<file path="config.mk">
export PLATFORM = sky130hd
export DESIGN_NAME = gray2bin_pipe
export DESIGN_NICKNAME = d
export VERILOG_FILES = /design/src/rtl/gray2bin_pipe.sv
export SDC_FILE = /design/constraint.sdc
export NUM_CORES = 1
export LEC_CHECK = 0
export ABC_CLOCK_PERIOD_IN_PS = 3700
export BUFFER_PORTS_ARGS = -buffer_cell sky130_fd_sc_hd__buf_4
export CORE_MARGIN = 2
export CORE_UTILIZATION = 44
export CTS_CLUSTER_DIAMETER = 120
export CTS_CLUSTER_SIZE = 10
export DETAILED_ROUTE_END_ITERATION = 10
export GPL_ROUTABILITY_DRIVEN = 0
export GPL_TIMING_DRIVEN = 0
export PLACE_DENSITY = 0.82
export SLEW_MARGIN = 20
export SYNTH_ARGS = -nofsm -noshare
export SYNTH_HDL_FRONTEND = slang
export SYNTH_SLANG_ARGS = --single-unit
</file>
<file path="constraint.sdc">
create_clock -name clk -period 3.7 [get_ports clk]
set_input_delay 0.37 -clock clk [delete_from_list [all_inputs] [get_ports clk]]
set_output_delay 0.37 -clock clk [all_outputs]
set_load 0.05 [all_outputs]
</file>
<file path="src/rtl/gray2bin_pipe.sv">
// Gray-to-binary decoder with a single valid/ready result register.
// Optional adjacency checker (single-bit step between consecutive codes) enabled by GRAY2BIN_ADJ_CHECK_EN.
module gray2bin_pipe #(
  parameter int WIDTH = 8
) (
  input  logic             clk,
  input  logic             rst_n,
  input  logic             in_valid,
  output logic             in_ready,
  input  logic [WIDTH-1:0] in_gray,
  output logic             out_valid,
  input  logic             out_ready,
  output logic [WIDTH-1:0] out_bin,
  input  logic             chk_clr,
  output logic             adj_err,
  output logic [15:0]      err_cnt
);

  function automatic logic [WIDTH-1:0] gray_to_bin(input logic [WIDTH-1:0] g);
    logic [WIDTH-1:0] b;
    b = {WIDTH{1'b0}};
    b[WIDTH-1] = g[WIDTH-1];
    for (int i = WIDTH - 2; i >= 0; i--) begin
      b[i] = b[i+1] ^ g[i];
    end
    return b;
  endfunction

  function automatic logic [4:0] popcount(input logic [WIDTH-1:0] v);
    logic [4:0] c;
    c = 5'd0;
    for (int i = 0; i < WIDTH; i++) begin
      c = c + {4'd0, v[i]};
    end
    return c;
  endfunction

  logic             r_out_valid;
  logic [WIDTH-1:0] r_out_bin;
  logic [WIDTH-1:0] w_bin;
  logic             w_in_xfer;

  assign w_bin     = gray_to_bin(in_gray);
  assign in_ready  = ~r_out_valid | out_ready;
  assign w_in_xfer = in_valid & in_ready;
  assign out_valid = r_out_valid;
  assign out_bin   = r_out_bin;

  // Result register: load on input transfer, drain on an output transfer alone
  always_ff @(posedge clk or negedge rst_n) begin
    if (!rst_n) begin
      r_out_valid <= 1'b0;
      r_out_bin   <= {WIDTH{1'b0}};
    end else if (w_in_xfer) begin
      r_out_valid <= 1'b1;
      r_out_bin   <= w_bin;
    end else if (out_ready) begin
      r_out_valid <= 1'b0;
    end else begin
      r_out_valid <= r_out_valid;
    end
  end

`ifdef GRAY2BIN_ADJ_CHECK_EN
  logic [WIDTH-1:0] r_prev_gray;
  logic             r_have_prev;
  logic             r_adj_err;
  logic [15:0]      r_err_cnt;
  logic             w_adj;

  // A code transferred alongside chk_clr is a fresh first code and is never flagged
  assign w_adj   = r_have_prev & ~chk_clr & (popcount(in_gray ^ r_prev_gray) != 5'd1);
  assign adj_err = r_adj_err;
  assign err_cnt = r_err_cnt;

  // Per-result error flag travels with the result register and drops when it drains
  always_ff @(posedge clk or negedge rst_n) begin
    if (!rst_n) begin
      r_adj_err <= 1'b0;
    end else if (w_in_xfer) begin
      r_adj_err <= w_adj;
    end else if (out_ready) begin
      r_adj_err <= 1'b0;
    end else begin
      r_adj_err <= r_adj_err;
    end
  end

  // Adjacency history and saturating error counter
  always_ff @(posedge clk or negedge rst_n) begin
    if (!rst_n) begin
      r_prev_gray <= {WIDTH{1'b0}};
      r_have_prev <= 1'b0;
      r_err_cnt   <= 16'd0;
    end else if (w_in_xfer) begin
      r_prev_gray <= in_gray;
      r_have_prev <= 1'b1;
      if (chk_clr) begin
        r_err_cnt <= 16'd0;
      end else if (w_adj && (r_err_cnt != 16'hFFFF)) begin
        r_err_cnt <= r_err_cnt + 16'd1;
      end else begin
        r_err_cnt <= r_err_cnt;
      end
    end else if (chk_clr) begin
      r_have_prev <= 1'b0;
      r_err_cnt   <= 16'd0;
    end else begin
      r_have_prev <= r_have_prev;
    end
  end
`else
  logic w_unused_chk_clr;

  assign w_unused_chk_clr = chk_clr;
  assign adj_err          = 1'b0;
  assign err_cnt          = 16'd0;
`endif

endmodule

</file>
Word-level counts from Yosys, hierarchy flattened. Index checks and enable logic that the tools add are counted.

Word-level logic and storage cells: 15. Input port bits: 13. Output and inout bits: 27. Register bits after elaboration: 9.

Muxes and demuxes: 2. Reductions and logical operators: 1. Bitwise operators: 10.

Operators by type and width (count): $xor A1 B1 Y1 (7); $mux W1 (2); $reduce_bool A2 Y1 (1); $and A1 B1 Y1 (1); $not A1 Y1 (1); $or A1 B1 Y1 (1).

Logic depth before layout (Yosys ltp). Gate-level depths: netlist of run 1.

Depth after elaboration: 7. Depth in mapped cells: 7. Mapped depth without buffers: 6.

Least setup slack after synthesis of run 1. No wires, ideal clock.

Path kind: register to register. From: register r_out_valid (netlist: out_valid). To: register r_out_bin[1] (netlist: out_bin[1]). Buffers on the path: 1. Required time: 3.575 ns. Setup slack: 1.645 ns. Library setup time: 0.125 ns. Data arrival time: 1.930 ns. Period minus slack after synthesis: 2.055 ns. Cell stages (with the launch flop): 5. Cell sequence: dfrtp_1 -> nand2b_1 -> nand2_1 -> clkbuf_1 -> mux2_2.

Cells in the longest elaborated chain, start to end: 3.

RTL lines: from (decl) (RTL line 38) `logic r_out_valid;`; from (signal assigned) (RTL line 60) `r_out_valid <= r_out_valid;`; $not A1 Y1 (RTL line 44) `assign in_ready = ~r_out_valid | out_ready;`; $or A1 B1 Y1 (RTL line 44); named net in_ready (RTL line 9) `output logic in_ready,`; $and A1 B1 Y1 (RTL line 45) `assign w_in_xfer = in_valid & in_ready;`; to (signal assigned) (RTL line 53) `r_out_bin <= {WIDTH{1'b0}};`; to (signal assigned) (RTL line 56) `r_out_bin <= w_bin;`; to (decl) (RTL line 39) `logic [WIDTH-1:0] r_out_bin;`.

The timed path passes the listed nets, and every way through them passes these cells. A chain may end at the register's enable or synchronous reset.

Final worst setup path of run 1.
From: input in_gray[6]. To: register r_out_bin[1] (netlist: out_bin[1]).

Cells in the longest elaborated chain, start to end: 6.

RTL lines: from (decl) (RTL line 10) `input logic [WIDTH-1:0] in_gray,`; $xor A1 B1 Y1 (6 in a row) (RTL line 24) `b[i] = b[i+1] ^ g[i];`.

Every way passes these cells.

==> reports/metrics.cfg, run 1 <==
[timing]
fin_setup_tns_ns=0
rsz0062_at_grt=no
finalWorstSetupSlack_ns=2.183
hold_viol=0
skew_ns=0.0004423
post-route-period-util_pct=41.01
report.final.setup_viol=0
period_needed_ns=1.517
fmax_mhz=659.0
slew_violations=0

[placement]
hpwl_um=939.8
io_buffers=19
place_inst=115
place_ws_ns=1.897

[clocking]
ctsResizeCount=0
clkSinkCount=9
clk_pin_slew_worst_paths_ns=0.06
cts_buffer_depth=2
cts_max_level=1
cts_root_buffer=clkbuf_4
cts_tree=done
cts_made_buffers=3
clock_latency_ns=0.26

[global_route]
antenna_found_initial=0
overflow=0
track_usage_pct=14.62
grt_pass1_vias=462
grt_max_degree=11
grt_pass1_wl_um=1849

[synth]
synthDistinctLibCells=20
synth_top_family_by_area=buffers and inverters
syn_inst=65
ys_seq_area_share_pct=34.75
yosys.area_share.simple_pct=8.687
ys_seq_elements=9
netlist_area_um2=648.1
synth-compound-area-share_pct=6.950
muxShareOfSynthArea_pct=8.687
synthXorXnorAreaFrac_pct=18.53
synth_fa_ha_area_share_pct=0
synth.avg_cell_area_um2=9.971
yosys_warnings=0

[detailed_routing]
drc=0
routed_wl_um=1168
viasPerCell=4.217
drt-initial-drc-count=2
dr.pass1.iters=2
avgRoutedWirePerCell_um=9.733
vias=506
ant_nets=0

[critical_path]
worstPathMaxFanout=8
critPathRequiredTime_ns=3.85
crit_path_start_kind=primary input
end_kind=flop
cp.arrival_ns=1.67
path_class=primary input to flop

[cells_and_area]
fin_util_pct=67.92
final_nets=119
n_antenna_cell=0
final_cells=120
layout-drive-gt1-share_pct=45.71
area_delta_synth_final_pct=39.77

[worst_hold_path]
hp-class=primary input to flop

[floorplanning]
initial_utilization_pct=48.59
dieHeight_um=42.38
dieArea_um2=1796
rows=13
coreArea_um2=1334
die_x_um=42.38
io_pins=40

[power_and_ir_drop]
power_w=0.0004679
power_per_cell_area_nw_per_um2=516.5
p_leak_nw=0.4635
ir_drop_uv=243.7

[job]
drv_cap=0

[outcome]
outcome=finished clean

[registers in the layout (all words and copies together), names as in the netlist]
name,flops
out_valid,1
out_bin,8
[synth_stat cells, drive strengths merged]
master | instances | area share (%)
a21oi | 3 | 2.3
a31oi | 1 | 0.97
buf | 18 | 20
clkbuf | 2 | 1.4
conb | 1 | 0.58
dfrtp | 9 | 35
mux2 | 5 | 8.7
nand2 | 5 | 2.9
nand2b | 2 | 1.9
nand4b | 1 | 1.4
nor3b | 1 | 1.2
nor4b | 1 | 1.4
o21ai | 3 | 2.3
o221ai | 1 | 1.4
xnor2 | 9 | 13
xor2 | 3 | 5.2
[path summary, 6_finish.rpt]
path / start / end / slack [ns] / cells past startpoint
max: in_gray[6] / out_bin[1] / 2.18 / 6
min: in_valid / out_bin[0] / 0.31 / 2
max reg2reg: out_valid / out_bin[7] / 2.30 / 4
min reg2reg: out_bin[2] / out_bin[2] / 0.50 / 2
max in group asynchronous: rst_n / out_bin[2] / 3.11 / 2
min in group asynchronous: rst_n / out_bin[6] / 0.46 / 2
[critical path, stage by stage]
cell and delay [ns]:
buf_4 0.12, xor2_2 0.19, xnor2_2 0.40, xnor2_1 0.17, xnor2_1 0.15, mux2_2 0.26
[layer usage]
layer / wire, um / GRT usage (%) / vias to the layer above
met5: 0 / 0 / -
met4: 10 / 5.625 / 0
met3: 108 / 8.190 / 2
met2: 627 / 27.69 / 26
met1: 420 / 12.27 / 218
li1: - / - / 260
[placed cells by master (no fill, tap or decap), drive strengths merged]
cell type,netlist,routed
xnor2,9,9
nand2,5,5
a31oi,1,1
dfrtp,9,9
o21ai,3,3
conb,1,17
o221ai,1,1
mux2,5,5
a21oi,3,3
xor2,3,3
nor4b,1,1
nor3b,1,1
buf,18,37
nand2b,2,2
dlygate4sd3,0,1
nand4b,1,1
clkbuf,2,6
[per-stage QoR]
stage / cell area (um2) / hold WS (ns)
2_1_floorplan: 708.2 / 0.07441
3_3_place_gp: 869.6 / 0.1968
3_5_place_dp: 869.6 / 0.2014
4_1_cts: 905.9 / 0.2966
5_1_grt: 905.9 / 0.2863
6_report: 905.9 / 0.3052
[area by class of cell]
| type | count | area (um2) |
|---|---|---|
| fillers | 114 | 427.9 |
| plain buffers | 20 | 141.4 |
| clock buffers | 4 | 26.28 |
| well taps | 15 | 18.77 |
| flip-flops and latches | 9 | 225.2 |
| repair buffers | 20 | 152.6 |
| multi-input cells | 52 | 341.6 |
[kinds of logic after synthesis]
family                 Yosys count
AO/OA/AOI/OAI                    8
XOR/XNOR                        12
buffers and inverters           20
flip-flops                       9
multiplexers                     5
other                            1
AND/OR/NAND/NOR                 10
[where the power goes]
group,switching [W],internal (W)
Sequential,0.0000118,0.000122
Combinational,0.000172,0.0000855
Clock,0.0000349,0.0000416
[what timing repair did]
action,CTS,global route
hold buffers,1,0
setup buffers,0,0
hold endpoints to repair,9,0
Note: power is estimated with default switching activity, not from simulation.
==> run 2: changes to the inputs <==
--- a/config.mk
+++ b/config.mk
@@ -5,16 +5,17 @@
 export SDC_FILE = /design/constraint.sdc
 export NUM_CORES = 1
 export LEC_CHECK = 0
-export ABC_CLOCK_PERIOD_IN_PS = 3700
+export ABC_AREA = 1
+export ABC_CLOCK_PERIOD_IN_PS = 1500
 export BUFFER_PORTS_ARGS = -buffer_cell sky130_fd_sc_hd__buf_4
 export CORE_MARGIN = 2
-export CORE_UTILIZATION = 44
+export CORE_UTILIZATION = 41
 export CTS_CLUSTER_DIAMETER = 120
 export CTS_CLUSTER_SIZE = 10
 export DETAILED_ROUTE_END_ITERATION = 10
 export GPL_ROUTABILITY_DRIVEN = 0
 export GPL_TIMING_DRIVEN = 0
-export PLACE_DENSITY = 0.82
+export PLACE_DENSITY = 0.77
 export SLEW_MARGIN = 20
 export SYNTH_ARGS = -nofsm -noshare
 export SYNTH_HDL_FRONTEND = slang
==> constraint.sdc (replaced) <==
create_clock -name clk -period 1.5 [get_ports clk]
set_input_delay 0.15 -clock clk [delete_from_list [all_inputs] [get_ports clk]]
set_output_delay 0.15 -clock clk [all_outputs]
set_load 0.05 [all_outputs]
==> reports/metrics.cfg, run 2 <==
[global_route]
met2_usage_pct=23.82  ; -3.9 points
grt_max_degree=11  ; unchanged
globalRouteMet1Util_pct=16.49  ; +4.2 points
overflow=0  ; unchanged
grt.busiest_layer=met2
grt_pass1_wl_um=2097  ; +13%
track_usage_pct=14.63  ; about the same
gr-usage-met3_pct=2.500  ; -5.7 points
grt_pass1_vias=546  ; +18%
antenna_found_initial=0  ; unchanged

[critical_path]
path_class=flop to flop
critical_path.slowest_cell=dfrtp_2
crit_chain=nand2_2, nand2_1, inv_1, buf_6, nor2_1, a31oi_1
slowest_delay_ns=0.40  ; about the same
ff2ff_path_depth=6  ; +2
cp.arrival_ns=1.32  ; -0.35 ns
worstPathMaxFanout=10  ; +2
crit_path_start_kind=flop
crit_path_end=out_bin[2]
critPathRequiredTime_ns=1.68  ; -2.17 ns
reg2reg_setup_slack_ns=0.36  ; -1.94 ns
end_kind=flop
r2r-start=out_valid
setup.worst_path.start=out_valid
regToRegEndpoint=out_bin[2]

[synth]
synth-main-ff-cell=dfrtp_1
yosys.area.top_type=dfrtp_1
synth_edf_count=0  ; unchanged
synth.avg_cell_area_um2=8.039  ; -19%
ys_seq_area_share_pct=35.02  ; +0.27 points
netlist_area_um2=643.1  ; -0.77%
synth_common_cells=17 x buf_4, 15 x nand2_1, 9 x dfrtp_1, 9 x inv_1
async_flop_share_pct=100.0  ; unchanged
syn_inst=80  ; +23%
synth.top_cell.area_share_pct=35.02  ; +0.27 points
synth_most_common_cell=buf_4
ys_seq_elements=9  ; unchanged
yosys_warnings=0  ; unchanged
synthDistinctLibCells=14  ; -30%
synth_area_leaders=dfrtp_1 35%, buf_4 20%, nand3_2 9.3%

[clocking]
cts_tree=done
cts_made_buffers=3  ; unchanged
cts_max_level=1  ; unchanged
clk_pin_slew_worst_paths_ns=0.06  ; about the same
cts_root_buffer=clkbuf_4
ctsResizeCount=0  ; unchanged
cts_buffer_depth=2  ; unchanged
clkSinkCount=9  ; unchanged
clock_latency_ns=0.26  ; about the same

[floorplanning]
dieArea_um2=1901  ; +5.9%
coreArea_um2=1489  ; +12%
initial_utilization_pct=43.19  ; -5.4 points
dieHeight_um=43.61  ; +2.9%
die_x_um=43.61  ; +2.9%
io_pins=40  ; unchanged
rows=14  ; +1

[timing]
finalWorstSetupSlack_ns=0.3569  ; -1.826 ns
post-route-period-util_pct=76.21
fmax_mhz=874.8
slew_violations=0  ; unchanged
fin_setup_tns_ns=0  ; unchanged
skew_ns=0.006897  ; +0.006454 ns
hold_viol=0  ; unchanged
rsz0062_at_grt=no
period_needed_ns=1.143
report.final.setup_viol=0  ; unchanged

[cells_and_area]
layout_commonest_cell=buf_4
layout-drive-gt1-share_pct=44.26  ; -1.5 points
final_nets=136  ; +14%
final_cells=138  ; +15%
fillers=142  ; +25%
multi_input_area_um2=307.8  ; -9.9%
regArea_um2=226.5  ; +0.56%
area_delta_synth_final_pct=43.19
largest_register_ffs=8  ; unchanged
layout_common_cells=38 x buf_4, 17 x conb_1, 14 x nand2_1
fin_area_um2=920.9  ; +1.7%
n_antenna_cell=0  ; unchanged

[detailed_routing]
ant_nets=0  ; unchanged
viasPerCell=4.319  ; +2.4%
vias=596  ; +18%
dr.pass1.iters=4  ; +2
routed_wl_um=1240  ; +6.2%
avgRoutedWirePerCell_um=8.986  ; -7.7%
drc=0  ; unchanged
drt-initial-drc-count=6  ; +4

[power_and_ir_drop]
power.net_switching_w=0.0004521  ; +110%
ir_drop_uv=361.8  ; +48%
p_clk_share_pct=18.7  ; +2.3 points
p_leak_nw=0.5435  ; +17%
internal_power_w=0.0005354  ; +120%
power_per_cell_area_nw_per_um2=1072  ; +110%
power_frac_comb_pct=50.4  ; -4.7 points
sequentialPowerShare_pct=30.8  ; +2.2 points
p_sw_share_pct=45.78  ; -1.0 points

[placement]
place_inst=133  ; +16%
hpwl_um=1068  ; +14%
io_buffers=21  ; +2
place_ws_ns=0.1126  ; -1.785 ns
place_area_um2=884.6  ; +1.7%

[worst_hold_path]
hp-class=primary input to flop
hold_start=out_ready

[outcome]
outcome=finished clean

[job]
drv_cap=0  ; unchanged

run 2: cells by family after synthesis:
kind of cell,share of synthesized area (%)
AO/OA/AOI/OAI,6.420
flip-flops,35.02
buffers and inverters,26.85
other,0.5831
AND/OR/NAND/NOR,31.13
run 2: how the worst min path moves through the flow:
stage	to	slack, ns	depth (start not counted)
6_report	out_valid	0.15	4
5_1_grt	out_bin[0]	0.17	4
4_1_cts	out_valid	0.15	4
3_5_place_dp	out_bin[7]	-0.02	1
3_3_place_gp	out_bin[5]	-0.02	1
2_1_floorplan	out_bin[0]	-0.15	0
run 2: power by group through the flow:
stage          clock network (W)  registers (W)  logic [W]
2_1_floorplan                  0       0.000450   0.000233
3_3_place_gp                   0       0.000308   0.000488
3_5_place_dp                   0       0.000309   0.000496
4_1_cts                 0.000191       0.000305   0.000499
5_1_grt                 0.000202       0.000310   0.000528
6_report                0.000185       0.000305   0.000498
run 2: cell type report:
class                           instances  area share, %
Multi-Input combinational cell         60          33.42
Inverter                                9          3.668
Sequential cell                         9          24.59
Tap cell                               16          2.174
Buffer                                 18          15.08
Timing Repair Buffer                   22          18.21
Clock buffer                            4          2.853
run 2: through the flow:
step	util, %	hold WS, ns	total power (W)
after floorplan	-	-0.1456	0.0006833
after global placement	59.41	-0.02131	0.0007953
after detailed placement	59.41	-0.02148	0.0008053
after CTS	61.85	0.1474	0.0009950
after global routing	61.85	0.1685	0.001041
final	61.85	0.1525	0.0009876
run 2: worst max-delay path: cells and delay by family (launching register included):
kind | cells | cell delay (ns)
buf+inv | 2 | 0.26
compound gates | 1 | 0.14
simple gates | 3 | 0.27
flops | 1 | 0.40
run 2: layer usage:
metal / share of wire (%) / vias up
li1: - / 310
met3: 10 / 2
met5: 0 / -
met1: 39 / 256
met4: 1.1 / 0
met2: 49 / 28
run 2: what timing repair did:
action                                  in CTS  in global routing
hold buffers                                 1                  0
buffers inserted                             0                  0
endpoints found under the setup margin       0                  0
endpoints found under the hold margin        9                  0
